`src/rtl/cpu_pkg.sv`:
```
// Shared encodings for the multicycle controller: instruction fields,
// ALU control codes, ALU operation classes and FSM state numbering.
package cpu_pkg;

   localparam logic [5:0] OP_RTYPE = 6'b000000;
   localparam logic [5:0] OP_LW    = 6'b100011;
   localparam logic [5:0] OP_SW    = 6'b101011;
   localparam logic [5:0] OP_BEQ   = 6'b000100;
   localparam logic [5:0] OP_ADDI  = 6'b001000;

   localparam logic [5:0] FN_ADD   = 6'b100000;
   localparam logic [5:0] FN_SUB   = 6'b100010;
   localparam logic [5:0] FN_AND   = 6'b100100;
   localparam logic [5:0] FN_OR    = 6'b100101;
   localparam logic [5:0] FN_SLT   = 6'b101010;

   localparam logic [2:0] ALU_ADD  = 3'b010;
   localparam logic [2:0] ALU_SUB  = 3'b110;
   localparam logic [2:0] ALU_AND  = 3'b000;
   localparam logic [2:0] ALU_OR   = 3'b001;
   localparam logic [2:0] ALU_SLT  = 3'b111;

   // Operation class handed from the main decode to the ALU decoder.
   localparam logic [1:0] ALUOP_ADD   = 2'b00;
   localparam logic [1:0] ALUOP_SUB   = 2'b01;
   localparam logic [1:0] ALUOP_FUNCT = 2'b10;

   typedef enum logic [2:0] {
      S_FETCH     = 3'd0,
      S_DECODE    = 3'd1,
      S_EXECUTE   = 3'd2,
      S_MEM       = 3'd3,
      S_WRITEBACK = 3'd4
   } state_e;

   function automatic logic op_legal(input logic [5:0] op);
      case (op)
         OP_RTYPE, OP_LW, OP_SW, OP_BEQ, OP_ADDI: return 1'b1;
         default:                                 return 1'b0;
      endcase
   endfunction

   function automatic logic [1:0] alu_op_of(input logic [5:0] op);
      case (op)
         OP_RTYPE: return ALUOP_FUNCT;
         OP_BEQ:   return ALUOP_SUB;
         default:  return ALUOP_ADD;
      endcase
   endfunction

endpackage

```
`src/rtl/alu_decoder.sv`:
```
// Maps the ALU operation class and R-type funct field to the 3-bit ALU
// control code; flags funct values the datapath cannot execute.
module alu_decoder
   import cpu_pkg::*;
(
   input  logic [1:0] alu_op,
   input  logic [5:0] funct,
   output logic [2:0] alu_ctrl,
   output logic       illegal
);

   always_comb begin
      alu_ctrl = ALU_ADD;
      illegal  = 1'b0;
      case (alu_op)
         ALUOP_ADD: alu_ctrl = ALU_ADD;
         ALUOP_SUB: alu_ctrl = ALU_SUB;
         ALUOP_FUNCT: begin
            case (funct)
               FN_ADD:  alu_ctrl = ALU_ADD;
               FN_SUB:  alu_ctrl = ALU_SUB;
               FN_AND:  alu_ctrl = ALU_AND;
               FN_OR:   alu_ctrl = ALU_OR;
               FN_SLT:  alu_ctrl = ALU_SLT;
               default: illegal  = 1'b1;
            endcase
         end
         default: illegal = 1'b1;
      endcase
   end

endmodule

```
`src/rtl/multicycle_ctrl.sv`:
```
// Multicycle CPU control FSM: fetch/decode/execute/mem/writeback sequencing,
// memory handshake with timeout, and datapath strobe decode.
module multicycle_ctrl
   import cpu_pkg::*;
#(
   parameter int MEM_TIMEOUT = 15
) (
   input  logic       clk,
   input  logic       rst,
   input  logic [5:0] opcode,
   input  logic [5:0] funct,
   input  logic       alu_zero,
   input  logic       mem_ack,
   output logic       ir_write,
   output logic       pc_write,
   output logic       pc_write_cond,
   output logic       mem_req,
   output logic       mem_write,
   output logic       mem_to_reg,
   output logic       alu_src,
   output logic       reg_dst,
   output logic       reg_write,
   output logic [2:0] alu_ctrl,
   output logic [2:0] state,
   output logic       fault
);

   localparam int               CNT_W     = $clog2(MEM_TIMEOUT + 1);
   localparam logic [CNT_W-1:0] WAIT_LAST = CNT_W'(MEM_TIMEOUT - 1);

   state_e           state_q, state_d;
   logic [5:0]       opcode_q, opcode_d;
   logic [5:0]       funct_q, funct_d;
   logic [CNT_W-1:0] wait_q, wait_d;
   logic             gap_q, gap_d;

   logic             in_decode;
   logic [5:0]       cur_op;
   logic [5:0]       cur_fn;
   logic [1:0]       cur_alu_op;
   logic [2:0]       dec_alu_ctrl;
   logic             dec_illegal;
   logic             decode_bad;
   logic             mem_phase;
   logic             acked;
   logic             timeout;

   // DECODE checks the live instruction fields; later states use the latched copy.
   assign in_decode  = (state_q == S_DECODE);
   assign cur_op     = in_decode ? opcode : opcode_q;
   assign cur_fn     = in_decode ? funct  : funct_q;
   assign cur_alu_op = alu_op_of(cur_op);

   alu_decoder u_alu_decoder (
      .alu_op   (cur_alu_op),
      .funct    (cur_fn),
      .alu_ctrl (dec_alu_ctrl),
      .illegal  (dec_illegal)
   );

   assign decode_bad = !op_legal(opcode) || ((opcode == OP_RTYPE) && dec_illegal);

   // gap_q forces one request-free FETCH cycle after a completed or aborted
   // memory access and after reset, so a lingering ack cannot be reused.
   assign mem_phase = ((state_q == S_FETCH) || (state_q == S_MEM)) && !gap_q;
   assign acked     = mem_phase && mem_ack;
   assign timeout   = mem_phase && !mem_ack && (wait_q == WAIT_LAST);

   always_ff @(posedge clk) begin
      if (!rst) begin
         state_q  <= S_FETCH;
         opcode_q <= '0;
         funct_q  <= '0;
         wait_q   <= '0;
         gap_q    <= 1'b1;
      end else begin
         state_q  <= state_d;
         opcode_q <= opcode_d;
         funct_q  <= funct_d;
         wait_q   <= wait_d;
         gap_q    <= gap_d;
      end
   end

   always_comb begin
      state_d  = state_q;
      opcode_d = opcode_q;
      funct_d  = funct_q;
      wait_d   = wait_q;
      gap_d    = 1'b0;

      if (mem_phase) begin
         if (mem_ack || timeout) begin
            wait_d = '0;
            gap_d  = 1'b1;
         end else begin
            wait_d = wait_q + 1'b1;
         end
      end

      case (state_q)
         S_FETCH: begin
            if (acked) state_d = S_DECODE;
         end
         S_DECODE: begin
            opcode_d = opcode;
            funct_d  = funct;
            state_d  = decode_bad ? S_FETCH : S_EXECUTE;
         end
         S_EXECUTE: begin
            case (opcode_q)
               OP_LW, OP_SW: state_d = S_MEM;
               OP_BEQ:       state_d = S_FETCH;
               default:      state_d = S_WRITEBACK;
            endcase
         end
         S_MEM: begin
            if (acked)        state_d = (opcode_q == OP_SW) ? S_FETCH : S_WRITEBACK;
            else if (timeout) state_d = S_FETCH;
         end
         S_WRITEBACK: state_d = S_FETCH;
         default:     state_d = S_FETCH;
      endcase
   end

   always_comb begin
      ir_write      = 1'b0;
      pc_write      = 1'b0;
      pc_write_cond = 1'b0;
      mem_req       = 1'b0;
      mem_write     = 1'b0;
      mem_to_reg    = 1'b0;
      alu_src       = 1'b0;
      reg_dst       = 1'b0;
      reg_write     = 1'b0;
      alu_ctrl      = ALU_ADD;
      fault         = 1'b0;

      if (rst) begin
         case (state_q)
            S_FETCH: begin
               mem_req  = !gap_q;
               ir_write = acked;
               pc_write = acked;
               fault    = timeout;
            end
            S_DECODE: fault = decode_bad;
            S_EXECUTE: begin
               alu_ctrl      = dec_alu_ctrl;
               alu_src       = (opcode_q == OP_LW) || (opcode_q == OP_SW) || (opcode_q == OP_ADDI);
               pc_write_cond = (opcode_q == OP_BEQ) && alu_zero;
            end
            S_MEM: begin
               mem_req   = !gap_q;
               mem_write = !gap_q && (opcode_q == OP_SW);
               fault     = timeout;
            end
            S_WRITEBACK: begin
               reg_write  = 1'b1;
               reg_dst    = (opcode_q == OP_RTYPE);
               mem_to_reg = (opcode_q == OP_LW);
            end
            default: ;
         endcase
      end
   end

   assign state = state_q;

endmodule

```
`config.mk`:
```
export PLATFORM = sky130hd
export DESIGN_NAME = multicycle_ctrl
export DESIGN_NICKNAME = d
export VERILOG_FILES = /design/src/rtl/cpu_pkg.sv /design/src/rtl/alu_decoder.sv /design/src/rtl/multicycle_ctrl.sv
export SDC_FILE = /design/constraint.sdc
export NUM_CORES = 1
export LEC_CHECK = 0
export CORE_MARGIN = 1.5
export CORE_UTILIZATION = 41
export DETAILED_ROUTE_END_ITERATION = 7
export PLACE_DENSITY = 0.66
export SLEW_MARGIN = 25
export SYNTH_ARGS = -nofsm -noshare
export SYNTH_HDL_FRONTEND = slang
export SYNTH_SLANG_ARGS = --single-unit
export TNS_END_PERCENT = 10
```
`constraint.sdc`:
```
create_clock -name clk -period 4.17 [get_ports clk]
set_input_delay 0.6255 -clock clk [delete_from_list [all_inputs] [get_ports clk]]
set_output_delay 0.6255 -clock clk [all_outputs]
set_load 0.03 [all_outputs]
```
== Word level (Yosys, flattened, before mapping) ==
Cells that the tools add are included.
Word-level totals
  flip-flop bits (word level): 20
  input bits: 16
  latch bits: 0
  output and inout port bits: 16
  word-level logic and storage cells: 93
  memories: 0
  bits in read-only memories: 0
  memory bits (writable): 0
Cells by class
  divide/modulo/power cells: 0
  $add $sub $neg: 1
  order comparisons: 0
  muxes and demuxes: 38
  multipliers: 0
  bitwise gates (word level): 0
  reduce and logical (&&, ||, !) cells: 26
  shift-type cells: 0
  equality and inequality tests: 23
Operators by type and width (count)
  6-bit equality test (second input constant): 9
  3-bit one-hot mux with 4 select lines: 2
  1-bit 2-to-1 mux: 21
  6-bit by 3-bit equality test with 1-bit output (second input constant): 3
  6-bit zero test: 3
  3-bit 2-to-1 mux: 6
  6-bit by 4-bit equality test with 1-bit output (second input constant): 2
  6-bit 2-to-1 mux: 2
  3-bit one-hot mux with 2 select lines: 2
  5-bit OR reduction: 2
  1-bit logical AND: 7
  3-bit by 2-bit equality test with 1-bit output (second input constant): 2
  2-bit OR reduction: 3
  1-bit logical OR: 5
  4-bit by 1-bit adder with 4-bit output (second input constant): 1
  4-bit equality test (second input constant): 1
  4-bit 2-to-1 mux: 1
  1-bit one-hot mux with 2 select lines: 2
  2-bit one-hot mux with 2 select lines: 1
  3-bit by 1-bit equality test with 1-bit output (second input constant): 1
  3-bit equality test (second input constant): 1
  1-bit zero test: 3
  3-bit zero test: 1
  3-bit inequality test (second input constant): 1
  other kinds (6): 6

== Longest topological paths before layout ==
Gate-level depths: netlist of the first run.
  depth in word-level cells: 11
  depth in mapped cells: 13
  depth with buffers taken out: 11

== Hierarchy ==
From an unflattened synthesis of the first run, not the netlist that was laid out.
Unflattened totals
  cell total of the unflattened synthesis: 147
  area total of the unflattened synthesis: 1258.7 um^2
Modules (own cells, without submodules)
  multicycle_ctrl: instances 1, seq. area each 400.4 um^2, area an instance 1109.8 um^2, cells each 125
  alu_decoder: instances 1, seq. area each 0.0 um^2, area an instance 148.9 um^2, cells each 22

== Worst setup path after synthesis of the first run ==
Ideal clock, no wire load.
  kind: flip-flop to output port
  start: reg state_q[0], in the netlist state[0]
  end: out fault
  data required time: 3544 ps
  path buffers: 1
  data arrival time: 3049 ps
  cell stages (with the launch flop): 12
  path slack: 495 ps
  cell sequence: dfxtp_1 or3b_1 buf_2 nor4_1 a21oi_1 nor2_1 inv_1 ha_1 or3_1 o2111ai_1 nand2_1 o21ai_0
Between the ends
  cells in the longest elaborated chain, start to end: 11
  elaborated cells between the ends (all ways): 29
  those cells by class: 10 x eq/ne; 7 x mux; 12 x reduce/logical
RTL lines
  start, declared: RTL line multicycle_ctrl.sv:31  | state_e state_q, state_d;
  start signal, assigned: RTL line multicycle_ctrl.sv:77  | state_q <= state_d;
  3-bit by 1-bit equality test with 1-bit output: RTL line multicycle_ctrl.sv:49, multicycle_ctrl.sv:140
  6-bit 2-to-1 mux
  6-bit by 3-bit equality test with 1-bit output or 6-bit zero test (tied branches): RTL line cpu_pkg.sv:44  | case (op)
  2-bit one-hot mux with 2 select lines: RTL line cpu_pkg.sv:44
  2-bit by 1-bit equality test with 1-bit output or 2-bit zero test (tied branches): RTL line alu_decoder.sv:15  | case (alu_op)
  2-bit OR reduction (no line)
  1-bit one-hot mux with 2 select lines: RTL line alu_decoder.sv:15
  1-bit logical AND: RTL line multicycle_ctrl.sv:61  | assign decode_bad = !op_legal(opcode) || ((opcode == OP_RTYPE) && dec_illegal);
  1-bit logical OR: RTL line multicycle_ctrl.sv:61
  1-bit one-hot mux with 2 select lines (*): RTL line multicycle_ctrl.sv:140  | case (state_q)
  1-bit 2-to-1 mux (*): RTL line multicycle_ctrl.sv:139  | if (rst) begin
  end, declared: RTL line multicycle_ctrl.sv:25  | output logic fault
Every way passes the cells marked *; elsewhere a longest branch is shown, timed or not.

== Worst setup path after layout of the first run ==
  start: in opcode[1]
  end: out fault
Between the ends
  cells in the longest elaborated chain, start to end: 10
  elaborated cells between the ends (all ways): 21
  those cells by class: 7 x eq/ne; 6 x mux; 8 x reduce/logical
RTL lines
  start, declared: RTL line multicycle_ctrl.sv:10  | input logic [5:0] opcode,
  6-bit 2-to-1 mux
  6-bit by 3-bit equality test with 1-bit output or 6-bit zero test (tied branches): RTL line cpu_pkg.sv:44
  2-bit one-hot mux with 2 select lines: RTL line cpu_pkg.sv:44
  2-bit by 1-bit equality test with 1-bit output or 2-bit zero test (tied branches): RTL line alu_decoder.sv:15
  2-bit OR reduction (no line)
  1-bit one-hot mux with 2 select lines: RTL line alu_decoder.sv:15
  1-bit logical AND: RTL line multicycle_ctrl.sv:61
  1-bit logical OR (*): RTL line multicycle_ctrl.sv:61
  1-bit one-hot mux with 2 select lines (*): RTL line multicycle_ctrl.sv:140
  1-bit 2-to-1 mux (*): RTL line multicycle_ctrl.sv:139
Marks and branches as above.

==> flow_summary.ini, run 1 <==
[status]
status = complete, no violations

[detailed_routing]
drt_iter0_markers = 38
vias_per_cell = 5.297
drtPass1Iterations = 4
post_drt_wl_per_cell_um = 13.04
routed_wl_um = 3247
ant_nets = 0
drc_errors = 0
vias = 1319

[timing]
setup_viol_count_final = 0
post-route-min-period_ns = 3.873
setup_tns_ns = 0
final-hold-violation-count = 0
fmax_mhz = 258.2
rsz0062_at_grt = no
tightest_slew_ns = 0.5241
period_share = 0.9289
slew_headroom = 0.6479
setup_ws_ns = 0.2966
finClkSkew_ns = 0.001054
slew_viol_final = 0

[yosys]
yosysTopAreaCell = dfxtp_1
synth_common_cells = nand2_1, dfxtp_1, nor2_1, a21boi_0
yosysWarnings = 0
ys.flop_type = dfxtp_1
synth_top_family_by_area = simple AND/OR/NAND/NOR gates
synth_compound_area_frac = 0.1918
ys_seq_area_frac = 0.2980
yosysUniqueCellTypes = 45
yosys_register_bits = 20
yosysTopAreaCellShare = 0.2980
synth-edff-count = 0
synth_cells = 172
synth_mux_area_frac = 0.03259
syn_nets = 193
netlist_top_cells_area = dfxtp_1, nand2_1, a21boi_0, ha_1, nor2_1
synth_area_sq_um = 1344
synthAdderAreaFrac = 0.04655
synthSimpleGateAreaFrac = 0.3501
syn_area_per_cell_sq_um = 7.813
synth-xor-area-share = 0.03259
async_reset_ff_frac = 0
yosysMostFrequentCell = nand2_1

[floorplan]
coreArea_sq_um = 3078
start_util = 0.4366
design.die.area_sq_um = 3630
io_pins = 32
rows = 20
die_x_um = 60.25
die_h_um = 60.25

[grt]
track_usage = 0.2011
antenna_found_initial = 0
grt_pass1_vias = 1330
grt_pass1_wl_um = 5595
grt_max_degree = 18
grt_overflow = 0

[power]
total_power_mw = 0.4108
leakagePower_nw = 0.6582
power_density_nw_per_um2 = 235.5
switching_share = 0.2892
power_frac_clock = 0.290
ir_drop_mv = 0.1642
switchingPower_mw = 0.1188
internal-power_mw = 0.2920
pwr-share-comb = 0.213
power_frac_seq = 0.496

[cells_and_area]
final_area_sq_um = 1744
syn2layout_area_growth_pct = 29.79
nFillCells = 297
instances_no_fill = 249
antennaDiodeCount = 0
drive_gt1_frac = 0.08293
layout.nets = 227

[clock_network]
clkLatencyLatePin_ns = 0.31
hold_buffers = 0
cts_sinks = 20
path_clk_slew_ns = 0.12
numCtsBuffers = 3
clock-root-buffer = clkbuf_4
cts_tree = done
clk_path_buf_depth = 2
cts.htree.levels = 1

[worst_setup_path]
slowest_delay_ns = 0.45
crit_path_frequent_cell = or3_1
required_ns = 3.54
path_cells = clkdlybuf4s50_1 -> or3_1 -> nor4_1 -> a21oi_1 -> nor2_1 -> inv_1 -> ha_1 -> or3_1 -> o2111ai_1 -> nand2_1 -> o21ai_0 -> buf_4
start_kind = primary input
cp_slowest_cell = clkdlybuf4s50_1
worstPathMaxFanout = 5
crit_path_end_kind = output pin
path_class = primary input to output pin
crit_arrival_ns = 3.25

[placement]
port_buffers = 31
dp.cells = 245
placed_cell_area_sq_um = 1703
dp_slack_ns = 0.01681
gp_congestion = 0.8421
dp_hpwl_um = 2466

[job]
maxCapViolations = 0

[min_path]
hold_class = flop to flop
-- layout by cell type, fill, tap and decap left out, types with 2 or more instances in the layout --
master | netlist | layout
a21boi_0 | 11 | 11
a21oi_1 | 3 | 3
a32oi_1 | 2 | 2
and3_1 | 4 | 4
buf_4 | 1 | 7
clkbuf_4 | 0 | 3
clkdlybuf4s50_1 | 0 | 27
dfxtp_1 | 20 | 20
dlymetal6s2s_1 | 0 | 2
ha_1 | 5 | 5
inv_1 | 7 | 7
mux2i_1 | 3 | 3
nand2_1 | 32 | 32
nand2b_1 | 5 | 5
nand3_1 | 3 | 3
nor2_1 | 16 | 16
nor2b_1 | 7 | 7
nor3_1 | 6 | 6
nor4_1 | 4 | 4
nor4b_1 | 2 | 2
o21ai_0 | 5 | 5
or3_1 | 4 | 4
xnor2_1 | 2 | 2
xor2_1 | 3 | 3
-- what timing repair did --
item | 4_1_cts | 5_1_grt
setup endpoints to repair | 0 | 2
setup buffers | 0 | 0
resized for setup | 0 | 2
-- path summary, 6_finish.rpt --
| kind | end | slack (ns) | startpoint | depth (start not counted) |
|---|---|---|---|---|
| worst min-delay path | funct_q[4] | 0.47 | funct_q[4] | 2 |
| worst min register to register | funct_q[4] | 0.47 | funct_q[4] | 2 |
| worst max-delay path | fault | 0.30 | opcode[1] | 12 |
| worst max register to register | state[1] | 1.65 | state[1] | 10 |
-- through the flow --
step / utilization / hold slack, ns
after floorplan: - / 0.4383
after global placement: 0.5533 / 0.4460
after detailed placement: 0.5533 / 0.4536
after CTS: 0.5650 / 0.4711
after global routing: 0.5667 / 0.5019
final: 0.5667 / 0.4663
-- worst max-delay path: cells and delay by family --
kind                     cells  cell delay [ns]
AND/OR/NAND/NOR              5             1.23
buffers and inverters        3             0.74
AO/OA/AOI/OAI                3             0.40
adder cells (fa/ha/maj)      1             0.26
-- cell type report --
class | instances | area, sq um | share of cell area
Sequential cell | 20 | 400.4 | 0.2296
Timing Repair Buffer | 36 | 347.8 | 0.1994
Clock buffer | 4 | 36.28 | 0.02080
Inverter | 7 | 26.28 | 0.01506
Tap cell | 44 | 55.05 | 0.03156
Multi-Input combinational cell | 138 | 878.3 | 0.5036
-- layer usage --
| metal | vias to the layer above | GRT usage | share of wire |
|---|---|---|---|
| li1 | 666 | - | - |
| met1 | 613 | 0.2448 | 0.47 |
| met2 | 34 | 0.3416 | 0.48 |
| met3 | 6 | 0.03463 | 0.038 |
| met4 | 0 | 0.09206 | 0.016 |
| met5 | - | 0 | 0 |
-- kinds of logic after synthesis --
group	Yosys count
AO/OA/AOI/OAI	32
multiplexers	4
flip-flops	20
XOR/XNOR	5
adder cells (fa/ha/maj)	5
buffers and inverters	14
AND/OR/NAND/NOR	92
-- power groups by stage --
stage	registers (mW)	logic, mW	clock network [mW]
after floorplan	0.208	0.0512	0
after global placement	0.208	0.0841	0
after detailed placement	0.208	0.0871	0
after CTS	0.204	0.0875	0.121
after global routing	0.205	0.0979	0.128
final	0.204	0.0877	0.119
-- state kept, by name, summed over array words and instances (netlist names) --
| signal | cells |
|---|---|
| funct_q | 6 |
| state | 3 |
| wait_q | 4 |
| gap_q | 1 |
| opcode_q | 6 |
Note: power is estimated with default switching activity, not from simulation.
==> inputs of run 2 (changes only) <==
ABC_AREA = 1   (was not set)
ABC_CLOCK_PERIOD_IN_PS = 4170   (was not set)
==> flow_summary.ini, run 2 <==
[min_path]
min_delay_path_depth = 2
hold_class = flop to flop
min-delay-start = funct_q[5]
worstHoldEndpoint = funct_q[5]

[cells_and_area]
top_regs = funct_q (6), opcode_q (6), wait_q (4)
layout_common_cells = nand2_1, clkdlybuf4s50_1, nor2_1
syn2layout_area_growth_pct = 29.42
antennaDiodeCount = 0
final_area_sq_um = 1668
layout_commonest_cell = nand2_1
layout.nets = 253
drive_gt1_frac = 0.1126

[placement]
placed_cell_area_sq_um = 1628
dp_hpwl_um = 2282
gp_congestion = 0.8182
port_buffers = 31

[yosys]
yosys_register_bits = 20
yosysMostFrequentCell = nand2_1
async_reset_ff_frac = 0
ys.flop_type = dfxtp_1
yosysTopAreaCellShare = 0.3107
synth_area_sq_um = 1289
yosysUniqueCellTypes = 27
ys_seq_area_frac = 0.3107
yosysWarnings = 0
synth_common_cells = nand2_1, nor2_1, inv_1, dfxtp_1, nand3_1
synth-edff-count = 0
syn_area_per_cell_sq_um = 6.444
syn_nets = 221
netlist_top_cells_area = dfxtp_1, nand2_1, nor2_1, inv_1, nand3_1
yosysTopAreaCell = dfxtp_1
synth_cells = 200

[detailed_routing]
drc_errors = 0
ant_nets = 0
vias = 1269
drtPass1Iterations = 4
routed_wl_um = 2865
post_drt_wl_per_cell_um = 10.42
vias_per_cell = 4.615
drt_iter0_markers = 49

[clock_network]
clk_path_buf_depth = 2
hold_buffers = 0
numCtsBuffers = 3
cts_tree = done
path_clk_slew_ns = 0.11
cts_setup_buffers = 0
cts.htree.levels = 1
cts_sinks = 20
clock-root-buffer = clkbuf_4
clkLatencyLatePin_ns = 0.30

[worst_setup_path]
required_ns = 3.54
crit_arrival_ns = 3.20
rr_startpoint = state[1]
worstPathMaxFanout = 17
crit_family = buffers and inverters
path_buf_inv = 4
crit_path_end_kind = output pin
path_class = flop to output pin
start_kind = flop
path_depth = 12
worst-r2r-cell-count = 16
r2r-end = state[1]
r2r_slack_ns = 1.69
slowest_delay_ns = 0.69
cp_slowest_cell = clkdlybuf4s50_1
path_cells = inv_2 -> nand3_4 -> inv_2 -> o21ai_0 -> nand2_1 -> nor3_2 -> inv_1 -> ha_1 -> nor2_1 -> nand2_1 -> o21ai_0 -> clkdlybuf4s50_1

[job]
maxCapViolations = 0

[grt]
grt_pass1_vias = 1093
grt_max_degree = 18
grt_pass1_wl_um = 4774
top_usage_layer = met2
met2_usage = 0.2952
grt_util_met1 = 0.2440
track_usage = 0.1810
grtUsageMet3 = 0.04803
grt_overflow = 0
antenna_found_initial = 0

[timing]
final-hold-violation-count = 0
finClkSkew_ns = 0.0007004
setup_tns_ns = 0
fmax_mhz = 261.4
setup_viol_count_final = 0
slew_headroom = 0.6397
slew_viol_final = 0
period_share = 0.9175
rsz0062_at_grt = no
post-route-min-period_ns = 3.826
tightest_slew_ns = 0.5354

[power]
switching_share = 0.3274
total_power_mw = 0.4649
power_density_nw_per_um2 = 278.7
ir_drop_mv = 0.2245
switchingPower_mw = 0.1522
power_frac_clock = 0.244
leakagePower_nw = 0.7237
pwr-share-comb = 0.298
internal-power_mw = 0.3127
power_frac_seq = 0.458

[floorplan]
design.die.area_sq_um = 3489
coreArea_sq_um = 3028
start_util = 0.4256
rows = 20
die_x_um = 59.07
die_h_um = 59.07
io_pins = 32

[status]
status = complete, no violations
==> run 2: changes by cell type after synthesis, moves of 5 or more <==
cell	change
a21boi_0	-11
a21oi_1	+9
inv_1	+18
inv_2	+7
nand2_1	+10
nand2_2	+5
nand2b_1	-5
nand3_1	+12
nor2_1	+12
nor2b_1	-7
==> run 2: what timing repair did <==
action / in CTS / in global routing
endpoints found under the setup margin: 0 / 2
resized for setup: 0 / 2
hold endpoints to repair: 0 / 0
==> run 2: kinds of logic (layout without fill, tap and decap cells) <==
family,after synthesis,after routing,share of synthesized area
flops,20,20,0.3107
buf+inv,37,68,0.1194
fa+ha+maj,5,5,0.04854
compound gates,24,24,0.09613
simple gates,114,114,0.4252
==> run 2: power groups by stage <==
stage	logic (mW)	registers, mW	clock network [mW]
after floorplan	0.101	0.216	0
after global placement	0.137	0.217	0
after detailed placement	0.138	0.217	0
after CTS	0.139	0.213	0.119
after global routing	0.157	0.215	0.130
final	0.138	0.213	0.114
==> run 2: metal layers <==
metal / share of wire / up-vias / wire (um)
li1: - / 698 / -
met1: 0.50 / 550 / 1422
met2: 0.47 / 19 / 1340
met3: 0.029 / 2 / 82
met4: 0.0066 / 0 / 19
met5: 0 / - / 0
==> run 2: layout make-up <==
| cell class | instances | area [sq um] |
|---|---|---|
| clock buffer | 4 | 36.28 |
| fill | 313 | 1360 |
| inverter | 32 | 120.1 |
| multi-input combinational | 143 | 734.5 |
| sequential | 20 | 401.6 |
| tap | 44 | 55.05 |
| timing repair buffer | 32 | 320.3 |
==> run 2: how the worst max path moves through the flow <==
stage                          from          end  slack (ns)
after floorplan            state[0]  alu_ctrl[2]        0.83
after global placement    opcode[1]        fault        0.31
after detailed placement  opcode[1]        fault        0.30
after CTS                  state[0]        fault        0.19
after global routing       state[1]  alu_ctrl[2]      0.0006
final                      state[1]  alu_ctrl[2]        0.34
==> run 2: through the flow <==
| step | util | cells | hold WS [ns] | worst slack [ns] |
|---|---|---|---|---|
| 2_1_floorplan | - | 200 | 0.4524 | 0.8276 |
| 3_3_place_gp | 0.5376 | 271 | 0.4635 | 0.3103 |
| 3_5_place_dp | 0.5376 | 271 | 0.4707 | 0.2967 |
| 4_1_cts | 0.5496 | 275 | 0.4875 | 0.1899 |
| 5_1_grt | 0.5508 | 275 | 0.5193 | 0.0005640 |
| 6_report | 0.5508 | 275 | 0.4818 | 0.3439 |
==> run 2: worst min-delay path, stage by stage, from the launching register on <==
cell     delay [ns]
dfxtp_1        0.31
nand2_1        0.07
a21oi_1        0.06
